## config.mk

```make
export PLATFORM = sky130hd
export DESIGN_NAME = pad_stream_ingress
export DESIGN_NICKNAME = d
export VERILOG_FILES = /design/src/rtl/pad_stream_ingress.sv
export SDC_FILE = /design/constraint.sdc
export NUM_CORES = 1
export LEC_CHECK = 0
export BUFFER_PORTS_ARGS = -buffer_cell sky130_fd_sc_hd__buf_4
export CAP_MARGIN = 20
export CORE_MARGIN = 2
export CORE_UTILIZATION = 50
export CTS_BUF_LIST = sky130_fd_sc_hd__clkbuf_4 sky130_fd_sc_hd__clkbuf_8
export DETAILED_ROUTE_END_ITERATION = 7
export HOLD_SLACK_MARGIN = 0.03
export PLACE_DENSITY_LB_ADDON = 0.15
export RECOVER_POWER = 100
export REMOVE_ABC_BUFFERS = 1
export SLEW_MARGIN = 20
export SYNTH_ARGS = -nofsm -noshare
export SYNTH_HDL_FRONTEND = slang
export SYNTH_SLANG_ARGS = --single-unit
```

## constraint.sdc

```tcl
create_clock -name wb_clk_i -period 3.3 [get_ports wb_clk_i]
set_clock_uncertainty 0.15 [all_clocks]
set_input_delay 0.33 -clock wb_clk_i [delete_from_list [all_inputs] [get_ports wb_clk_i]]
set_output_delay 0.33 -clock wb_clk_i [all_outputs]
set_load 0.02 [all_outputs]
```

## src/rtl/pad_stream_ingress.sv

```systemverilog
// ---------------------------------------------------------------------------
// pad_stream_ingress
//   Pad-side ingress stage. Registers the pad stream inputs, buffers beats in
//   a small first-word-fall-through FIFO and drives a registered pad ready
//   derived from the next-cycle occupancy. Free entries are kept in reserve
//   so that beats already in flight when ready drops can still be stored.
//   The block also counts completed frames and flags overflow.
//
//   Optional feature macro: PAD_SYNC_EN
//     defined   : two-flop input stage for asynchronous pad sources. This adds
//                 one cycle of latency and reserves one extra free entry.
//     undefined : single input register stage.
//
// Ports
//   wb_clk_i     in   clock
//   wb_rst_i     in   asynchronous reset, active-high
//   pad_valid_i  in   producer valid
//   pad_data_i   in   producer data [DATA_W]
//   pad_last_i   in   producer end-of-frame
//   pad_ready_o  out  registered ready to producer
//   m_valid_o    out  downstream valid (FIFO not empty)
//   m_data_o     out  downstream data [DATA_W]
//   m_last_o     out  downstream end-of-frame
//   m_ready_i    in   downstream ready
//   level_o      out  FIFO occupancy [log2(DEPTH)+1]
//   overflow_o   out  sticky: a beat arrived while the FIFO was full
//   frame_cnt_o  out  frames accepted into the FIFO, 16-bit wrapping
// ---------------------------------------------------------------------------
module pad_stream_ingress #(
   parameter int DATA_W = 8,
   parameter int DEPTH  = 8,
   parameter int SKID   = 2
) (
   input  logic                      wb_clk_i,
   input  logic                      wb_rst_i,
   input  logic                      pad_valid_i,
   input  logic [DATA_W-1:0]         pad_data_i,
   input  logic                      pad_last_i,
   output logic                      pad_ready_o,
   output logic                      m_valid_o,
   output logic [DATA_W-1:0]         m_data_o,
   output logic                      m_last_o,
   input  logic                      m_ready_i,
   output logic [$clog2(DEPTH):0]    level_o,
   output logic                      overflow_o,
   output logic [15:0]               frame_cnt_o
);

   localparam int AW = $clog2(DEPTH);
   localparam int CW = AW + 1;
`ifdef PAD_SYNC_EN
   localparam int SKID_EFF = SKID + 1;
`else
   localparam int SKID_EFF = SKID;
`endif
   // Ready is held high only while more than SKID_EFF entries stay free.
   localparam int READY_LIM = DEPTH - SKID_EFF;

   logic              r_vld_q;
   logic [DATA_W-1:0] r_data_q;
   logic              r_last_q;
   logic              w_in_vld;
   logic [DATA_W-1:0] w_in_data;
   logic              w_in_last;

   logic [DATA_W:0]   r_mem [DEPTH];
   logic [AW-1:0]     r_wr_ptr;
   logic [AW-1:0]     r_rd_ptr;
   logic [CW-1:0]     r_count;
   logic [CW-1:0]     w_count_next;
   logic [DATA_W:0]   w_rd_word;
   logic              w_full;
   logic              w_rd;
   logic              w_wr_ok;
   logic              r_ready;
   logic              r_overflow;
   logic [15:0]       r_frame_cnt;

   // ---------------- input stage ----------------
   always_ff @(posedge wb_clk_i or posedge wb_rst_i) begin
      if (wb_rst_i) begin
         r_vld_q  <= 1'b0;
         r_data_q <= '0;
         r_last_q <= 1'b0;
      end else begin
         r_vld_q  <= pad_valid_i;
         r_data_q <= pad_data_i;
         r_last_q <= pad_last_i;
      end
   end

`ifdef PAD_SYNC_EN
   logic              r_vld_q2;
   logic [DATA_W-1:0] r_data_q2;
   logic              r_last_q2;

   always_ff @(posedge wb_clk_i or posedge wb_rst_i) begin
      if (wb_rst_i) begin
         r_vld_q2  <= 1'b0;
         r_data_q2 <= '0;
         r_last_q2 <= 1'b0;
      end else begin
         r_vld_q2  <= r_vld_q;
         r_data_q2 <= r_data_q;
         r_last_q2 <= r_last_q;
      end
   end

   assign w_in_vld  = r_vld_q2;
   assign w_in_data = r_data_q2;
   assign w_in_last = r_last_q2;
`else
   assign w_in_vld  = r_vld_q;
   assign w_in_data = r_data_q;
   assign w_in_last = r_last_q;
`endif

   // ---------------- FIFO control ----------------
   assign w_rd_word = r_mem[r_rd_ptr];
   assign w_full    = (r_count == CW'(DEPTH));
   assign w_rd      = m_valid_o & m_ready_i;
   // A full FIFO still accepts a beat when a read frees a slot the same cycle.
   assign w_wr_ok   = w_in_vld & (~w_full | w_rd);

   always_comb begin
      w_count_next = r_count + CW'(w_wr_ok) - CW'(w_rd);
   end

   always_ff @(posedge wb_clk_i or posedge wb_rst_i) begin
      if (wb_rst_i) begin
         for (int unsigned i = 0; i < DEPTH; i++) begin
            r_mem[i] <= '0;
         end
      end else if (w_wr_ok) begin
         r_mem[r_wr_ptr] <= {w_in_last, w_in_data};
      end
   end

   always_ff @(posedge wb_clk_i or posedge wb_rst_i) begin
      if (wb_rst_i) begin
         r_wr_ptr    <= '0;
         r_rd_ptr    <= '0;
         r_count     <= '0;
         r_ready     <= 1'b0;
         r_overflow  <= 1'b0;
         r_frame_cnt <= '0;
      end else begin
         r_count <= w_count_next;
         r_ready <= (w_count_next < CW'(READY_LIM));
         if (w_wr_ok) begin
            r_wr_ptr <= r_wr_ptr + AW'(1);
            if (w_in_last) begin
               r_frame_cnt <= r_frame_cnt + 16'd1;
            end
         end
         if (w_rd) begin
            r_rd_ptr <= r_rd_ptr + AW'(1);
         end
         if (w_in_vld && !w_wr_ok) begin
            r_overflow <= 1'b1;
         end
      end
   end

   // ---------------- outputs ----------------
   assign pad_ready_o = r_ready;
   assign m_valid_o   = (r_count != '0);
   assign m_data_o    = w_rd_word[DATA_W-1:0];
   assign m_last_o    = w_rd_word[DATA_W];
   assign level_o     = r_count;
   assign overflow_o  = r_overflow;
   assign frame_cnt_o = r_frame_cnt;

endmodule

```

==> flow_summary.yaml, run 1 <==
clocking:
  cts-buffers-inserted: 9
  clk_pin_slew_ps: 90
  insertion_delay_ps: 370
  htreeDepth: 3
  root_buffer: "clkbuf_8"
  clk_path_buf_depth: 2
  tritoncts: "done"
  cts_resized: 0
  cts.sinks: 110
pwr:
  irDropWorstVdd_uv: 568
  powerDensity_nw_per_um2: 969
  power_w: 0.00540
  p_leak_nw: 2.44
yosys:
  synthesis.area_sq_um: 4930
  yosysTopAreaCell: "dfrtp_1"
  synth_top_area_share_pct: 55.8
  ys_async_sr_fraction_pct: 100
  synth_seq_area_share_pct: 55.8
  synthFlopType: "dfrtp_1"
  syn_avg_cell_area_sq_um: 15.5
  synthMuxAreaShare_pct: 27.5
  yosys.area_share.simple_pct: 7.33
  synth_seq_cells: 110
  yosysUniqueCellTypes: 38
  synth_xor_area_share_pct: 3.73
  syn_inst: 319
  synthAdderAreaFrac_pct: 2.69
  synth_top_family_by_area: "multiplexers"
  synth_edf_count: 0
  synthTopCellsByArea: "dfrtp_1, mux2_2, mux4_2, ha_1, xor2_1"
  synth_compound_area_share_pct: 0.862
  ys.warnings.count: 0
global_route:
  grt_pass1_vias: 2825
  antenna_found_initial: 0
  overflow: 0
  grt_use_total_pct: 19.2
  grt_pass1_wl_microns: 15000
  grt_max_degree: 66
place:
  dpl.hpwl_microns: 5770
  dpl_worst_slack_ps: 306
  port_buffers: 44
  place_congestion: 0.717
critical_path:
  crit_path_end_kind: "output port"
  worstReg2RegEnd: "pad_ready_o$_DFF_PP0_"
  rrSetupSlack_ps: 310
  arrival_ps: 2550
  cp_common_cell: "clkbuf_2"
  crit_chain: "clkbuf_2 > mux4_2 > mux2_2 > clkbuf_2"
  reg2regPathDepth: 12
  cp-start-kind: "flop"
  path_class: "flop to output port"
  crit_fanout: 12
  slowest_delay_ps: 660
  r2r-start: "level_o[2]$_DFF_PP0_"
  slowest_stage: "dfrtp_1"
  cp.required_ps: 2820
worst_hold_path:
  hp-start: "m_ready_i"
  hold_path_end: "r_rd_ptr[2]$_DFFE_PP0P_"
  min_path_cells: 3
  hold_class: "primary input to flop"
timing:
  finalMaxSlewViolations: 46
  hold_viol: 0
  max_slew.worst_pin.slew_ps: 1750
  setup_viol: 0
  setup_tns_ps: 0
  period_minus_slack_ps: 3030
  slew_headroom_pct: -16.9
  setup_ws_ps: 271
  finalCritPeriodShare_pct: 91.8
  rsz0062_at_grt: "false"
  fmax_mhz: 330
  holdWs_ps: 128
cells_and_area:
  n_antenna_cell: 0
  fin_nets: 405
  multi_input_area_sq_um: 2010
  fillCellCount: 821
  drive_above_1_share_pct: 36.1
  syn_to_final_growth_pct: 12.9
  seqCellArea_sq_um: 2750
routing:
  dr.first_iter.drc_count: 76
  viasPerCell: 5.35
  dr.pass1.iters: 5
  drc: 0
  num_vias: 2769
  routed_wl_microns: 9160
  wl_per_cell_microns: 17.7
  ant_nets: 0
die:
  die_h_microns: 103
  start_util_pct: 51.0
  rows: 36
  core_sq_um: 9680
  io_pins: 45
  die_area_sq_um: 10700
  die_w_microns: 103
flow_run:
  maxCapViolCount: 1
run_status:
  status: "finished with violations"
  violations: "capacitance limit, slew limit"
[critical path, delay by kind of cell, from the launching register on]
family | cells | cell delay (ps)
muxes | 2 | 840
buffers and inverters | 2 | 670
DFF | 1 | 660
[where the power goes]
part / internal, W / total, W / switching, W
clock network: 0.000452 / 0.000880 / 0.000429
registers: 0.00192 / 0.00234 / 0.000420
logic: 0.00122 / 0.00218 / 0.000964
[registers in the layout, indices dropped and copies added, names as in the netlist]
register and count:
r_mem 72, frame_cnt_o 16, r_data_q 8, level_o 4, r_rd_ptr 3, r_wr_ptr 3, overflow_o 1, pad_ready_o 1
r_last_q 1, r_vld_q 1
[layout by cell type, fill, tap and decap left out, types with 4 or more instances in the layout]
| cell type | Yosys | final |
|---|---|---|
| clkbuf_4 | 0 | 12 |
| buf_4 | 2 | 4 |
| nor2_1 | 6 | 7 |
| nand2_1 | 8 | 8 |
| nor3_1 | 6 | 6 |
| inv_1 | 12 | 12 |
| nand4_1 | 3 | 4 |
| mux4_2 | 18 | 18 |
| xor2_1 | 12 | 12 |
| clkbuf_2 | 1 | 6 |
| nand3_1 | 5 | 6 |
| dlygate4sd3_1 | 0 | 11 |
| clkbuf_8 | 0 | 10 |
| ha_1 | 9 | 9 |
| xnor2_1 | 9 | 9 |
| clkbuf_1 | 4 | 30 |
| dfrtp_1 | 110 | 110 |
| mux2_2 | 83 | 82 |
[worst max path at each step]
| stage | startpoint | to | slack (ps) | cells after the start |
|---|---|---|---|---|
| floorplan | wb_rst_i | frame_cnt_o[0]$_DFFE_PP0P_ | -80 | 1 |
| global placement | level_o[2]$_DFF_PP0_ | pad_ready_o$_DFF_PP0_ | 450 | 12 |
| detailed placement | level_o[2]$_DFF_PP0_ | pad_ready_o$_DFF_PP0_ | 310 | 12 |
| CTS | level_o[2]$_DFF_PP0_ | pad_ready_o$_DFF_PP0_ | 290 | 12 |
| global route | r_rd_ptr[0]$_DFFE_PP0P_ | m_data_o[7] | 50 | 4 |
| finish | r_rd_ptr[0]$_DFFE_PP0P_ | m_last_o | 270 | 4 |
[synth_stat cells, types with 2 or more instances]
master and number:
dfrtp_1 110, nand4b_4 2, nor2_1 6, xor2_1 12
nand2_1 8, a21oi_1 2, mux4_2 18, buf_2 3
nor4b_4 2, clkbuf_1 4, nor3b_1 2, nor3_1 6
inv_1 12, nand3_1 5, ha_1 9, xnor2_1 9
nand4_1 3, o211ai_1 2, mux2_2 83, buf_4 2
and4_1 2
[layer usage]
layer	track usage, %	vias to the layer above	part of all wire [%]	wire (microns)
li1	-	1272	-	-
met1	26.9	1439	46	4200
met2	29.2	44	48	4410
met3	5.31	14	3.8	352
met4	6.78	0	2.1	192
met5	0	-	0	0
[kinds of logic (layout without fill, tap and decap cells)]
family | count (synthesis) | after routing
DFF | 110 | 110
muxes | 102 | 102
and+or+nand+nor | 47 | 47
buffers and inverters | 23 | 89
xor gates and xnor gates | 21 | 21
adders and majority gates | 10 | 10
AOI/OAI and AO/OA | 6 | 6
[metrics by stage]
stage	util, %	area (sq um)	instances
finish	57.5	5570	518
detailed placement	56.4	5460	493
CTS	59.7	5780	518
global placement	56.4	5460	493
global route	57.5	5570	518
floorplan	-	4870	308
[area by class of cell]
type	instances	area share, %
inverters	12	0.809
clock inverters	3	1.24
well taps	133	2.99
repair buffers	63	6.92
multi-input cells	186	36.0
flip-flops and latches	110	49.4
clock buffers	11	2.61
[what timing repair did]
action,CTS,global route
hold endpoints to repair,55,0
hold buffers,11,0
buffers inserted,0,0
Power figures use the tool's default switching activity.
==> inputs of run 2 (changes only) <==
--- a/config.mk
+++ b/config.mk
@@ -5,6 +5,7 @@
 export SDC_FILE = /design/constraint.sdc
 export NUM_CORES = 1
 export LEC_CHECK = 0
+export ABC_AREA = 1
 export BUFFER_PORTS_ARGS = -buffer_cell sky130_fd_sc_hd__buf_4
 export CAP_MARGIN = 20
 export CORE_MARGIN = 2
==> flow_summary.yaml, run 2 <==
run_status:
  status: "finished, final reports clean"
timing:
  setup_viol: 0
  finalCritPeriodShare_pct: 91.4
  hold_viol: 0
  slew_headroom_pct: 10.4
  rsz0062_at_grt: "false"
  max_slew.worst_pin.slew_ps: 1340
  fmax_mhz: 332
  finalMaxSlewViolations: 0
  holdWs_ps: 199
  setup_ws_ps: 284
  period_minus_slack_ps: 3020
  setup_tns_ps: 0
critical_path:
  cp-start-kind: "flop"
  path_class: "flop to flop"
  crit_path_end_kind: "flop"
  cp.required_ps: 3430
  arrival_ps: 3150
  crit_fanout: 8
cells_and_area:
  final_common_cell: "nand2_1"
  mostFrequentLayoutCells: "nand2_1, dfrtp_1, nand3_1, nor2_1, o21ai_0"
  final_core_util_pct: 57.0
  drive_above_1_share_pct: 6.56
  fillCellCount: 1024
  fin_nets: 735
  syn_to_final_growth_pct: 9.84
  largest_reg_flops: 72
  n_antenna_cell: 0
  top_register: "r_mem"
clocking:
  clk_pin_slew_ps: 100
  root_buffer: "clkbuf_8"
  insertion_delay_ps: 390
  cts_setup_buffers: 0
  clk_path_buf_depth: 2
  cts-buffers-inserted: 9
  tritoncts: "done"
  htreeDepth: 3
  cts.sinks: 110
die:
  core_sq_um: 10400
  start_util_pct: 51.9
  die_h_microns: 108
  io_pins: 45
  die_area_sq_um: 11700
  die_w_microns: 108
  rows: 37
yosys:
  ys_async_sr_fraction_pct: 100
  synth_edf_count: 0
  yosysTopAreaCell: "dfrtp_1"
  synthTopCellsByArea: "dfrtp_1, nand2_1, nand3_1, nor2_1, o21ai_0"
  synth_top_area_share_pct: 50.9
  ys.warnings.count: 0
  synthFlopType: "dfrtp_1"
  synth_seq_cells: 110
  synth.most_common_cell: "nand2_1"
  synthesis.area_sq_um: 5410
  synth_seq_area_share_pct: 50.9
  synth_commonest_cells: "nand2_1, dfrtp_1, nand3_1"
  syn_avg_cell_area_sq_um: 8.08
  syn_inst: 669
  yosysUniqueCellTypes: 28
routing:
  ant_nets: 0
  dr.first_iter.drc_count: 400
  wl_per_cell_microns: 16.2
  dr.max_layer_used: "met4"
  drc: 0
  wl_met3_microns: 867
  drt-met1-wl_microns: 5810
  routed_wl_microns: 13800
  route.met2.wl_microns: 6860
  viasPerCell: 5.45
  dr.pass1.iters: 5
  num_vias: 4646
global_route:
  grt_pass1_wl_microns: 22700
  grt_max_degree: 95
  grt_pass1_vias: 4493
  grt_use_total_pct: 25.5
  overflow: 0
  antenna_found_initial: 0
pwr:
  irDropWorstVdd_uv: 475
  p_leak_nw: 2.93
  powerDensity_nw_per_um2: 920
worst_hold_path:
  hold_class: "primary input to flop"
place:
  dpl.hpwl_microns: 8600
  port_buffers: 44
  place_congestion: 0.828
  dpl_worst_slack_ps: 252
flow_run:
  maxCapViolCount: 0
[run 2: changes by cell type after synthesis, sizes merged, moves of 18 or more]
cell,delta
nand2,+246
mux2,-84
nand3,+81
nor2,+51
o21ai,+42
buf,+19
inv,+18
mux4,-18
o22ai,+18
[run 2: repair_timing]
action / in CTS / in global routing
gates resized for setup: 0 / 0
endpoints found under the hold margin: 72 / 0
hold buffers: 11 / 0
[run 2: path summary, 6_finish.rpt]
kind,cells past startpoint,slack (ps),endpoint,startpoint
setup / recovery,13,280,pad_ready_o$_DFF_PP0_,level_o[2]$_DFF_PP0_
hold / removal,3,200,r_rd_ptr[0]$_DFFE_PP0P_,m_ready_i
setup reg to reg,13,280,pad_ready_o$_DFF_PP0_,level_o[2]$_DFF_PP0_
hold reg to reg,2,320,r_mem[60]$_DFFE_PP0P_,r_mem[60]$_DFFE_PP0P_
max in group asynchronous,4,670,frame_cnt_o[13]$_DFFE_PP0P_,wb_rst_i
min in group asynchronous,3,730,level_o[1]$_DFF_PP0_,wb_rst_i
[run 2: area by class of cell]
| type | instances | area (sq um) | area share (%) |
|---|---|---|---|
| Inverter | 32 | 120 | 2.02 |
| Clock buffer | 13 | 160 | 2.70 |
| Tap cell | 136 | 170 | 2.87 |
| Multi-Input combinational cell | 494 | 2310 | 38.9 |
| Clock inverter | 3 | 43.8 | 0.737 |
| Sequential cell | 110 | 2750 | 46.4 |
| Timing Repair Buffer | 65 | 384 | 6.47 |
[run 2: per-stage QoR]
stage	std cells	area [sq um]	power [W]
final	853	5940	0.00546
after global routing	853	5940	0.00589
after CTS	853	6110	0.00567
after detailed placement	826	5800	0.00479
after global placement	826	5800	0.00470
after floorplan	636	5200	0.00384
[run 2: logic make-up (layout without fill, tap and decap cells)]
family	after synthesis	after routing	synth area share [%]
compound gates	64	64	6.46
xor+xnor	8	8	1.30
simple gates	412	412	32.8
flops	110	110	50.9
buf+inv	65	113	6.04
fa+ha+maj	10	10	2.45
[run 2: critical path, stage by stage, from the launching register on]
cell and delay (ps):
dfrtp_1 410, inv_1 120, ha_1 160, inv_1 40, nor3_1 380, nand2_1 170
nand2_1 270, ha_1 290, inv_1 60, ha_1 150, inv_1 60, fa_1 370
xnor2_1 220, a21oi_1 90
[run 2: power by group]
group          total [W]  internal (W)  switching [W]
clock           0.000860      0.000399       0.000462
sequential       0.00226       0.00185       0.000416
combinational    0.00234      0.000764        0.00158
[run 2: routing by layer]
layer	global-route usage [%]	vias up
li1	-	2245
met1	32.6	2248
met2	43.7	137
met3	5.73	16
met4	7.14	0
met5	0	-
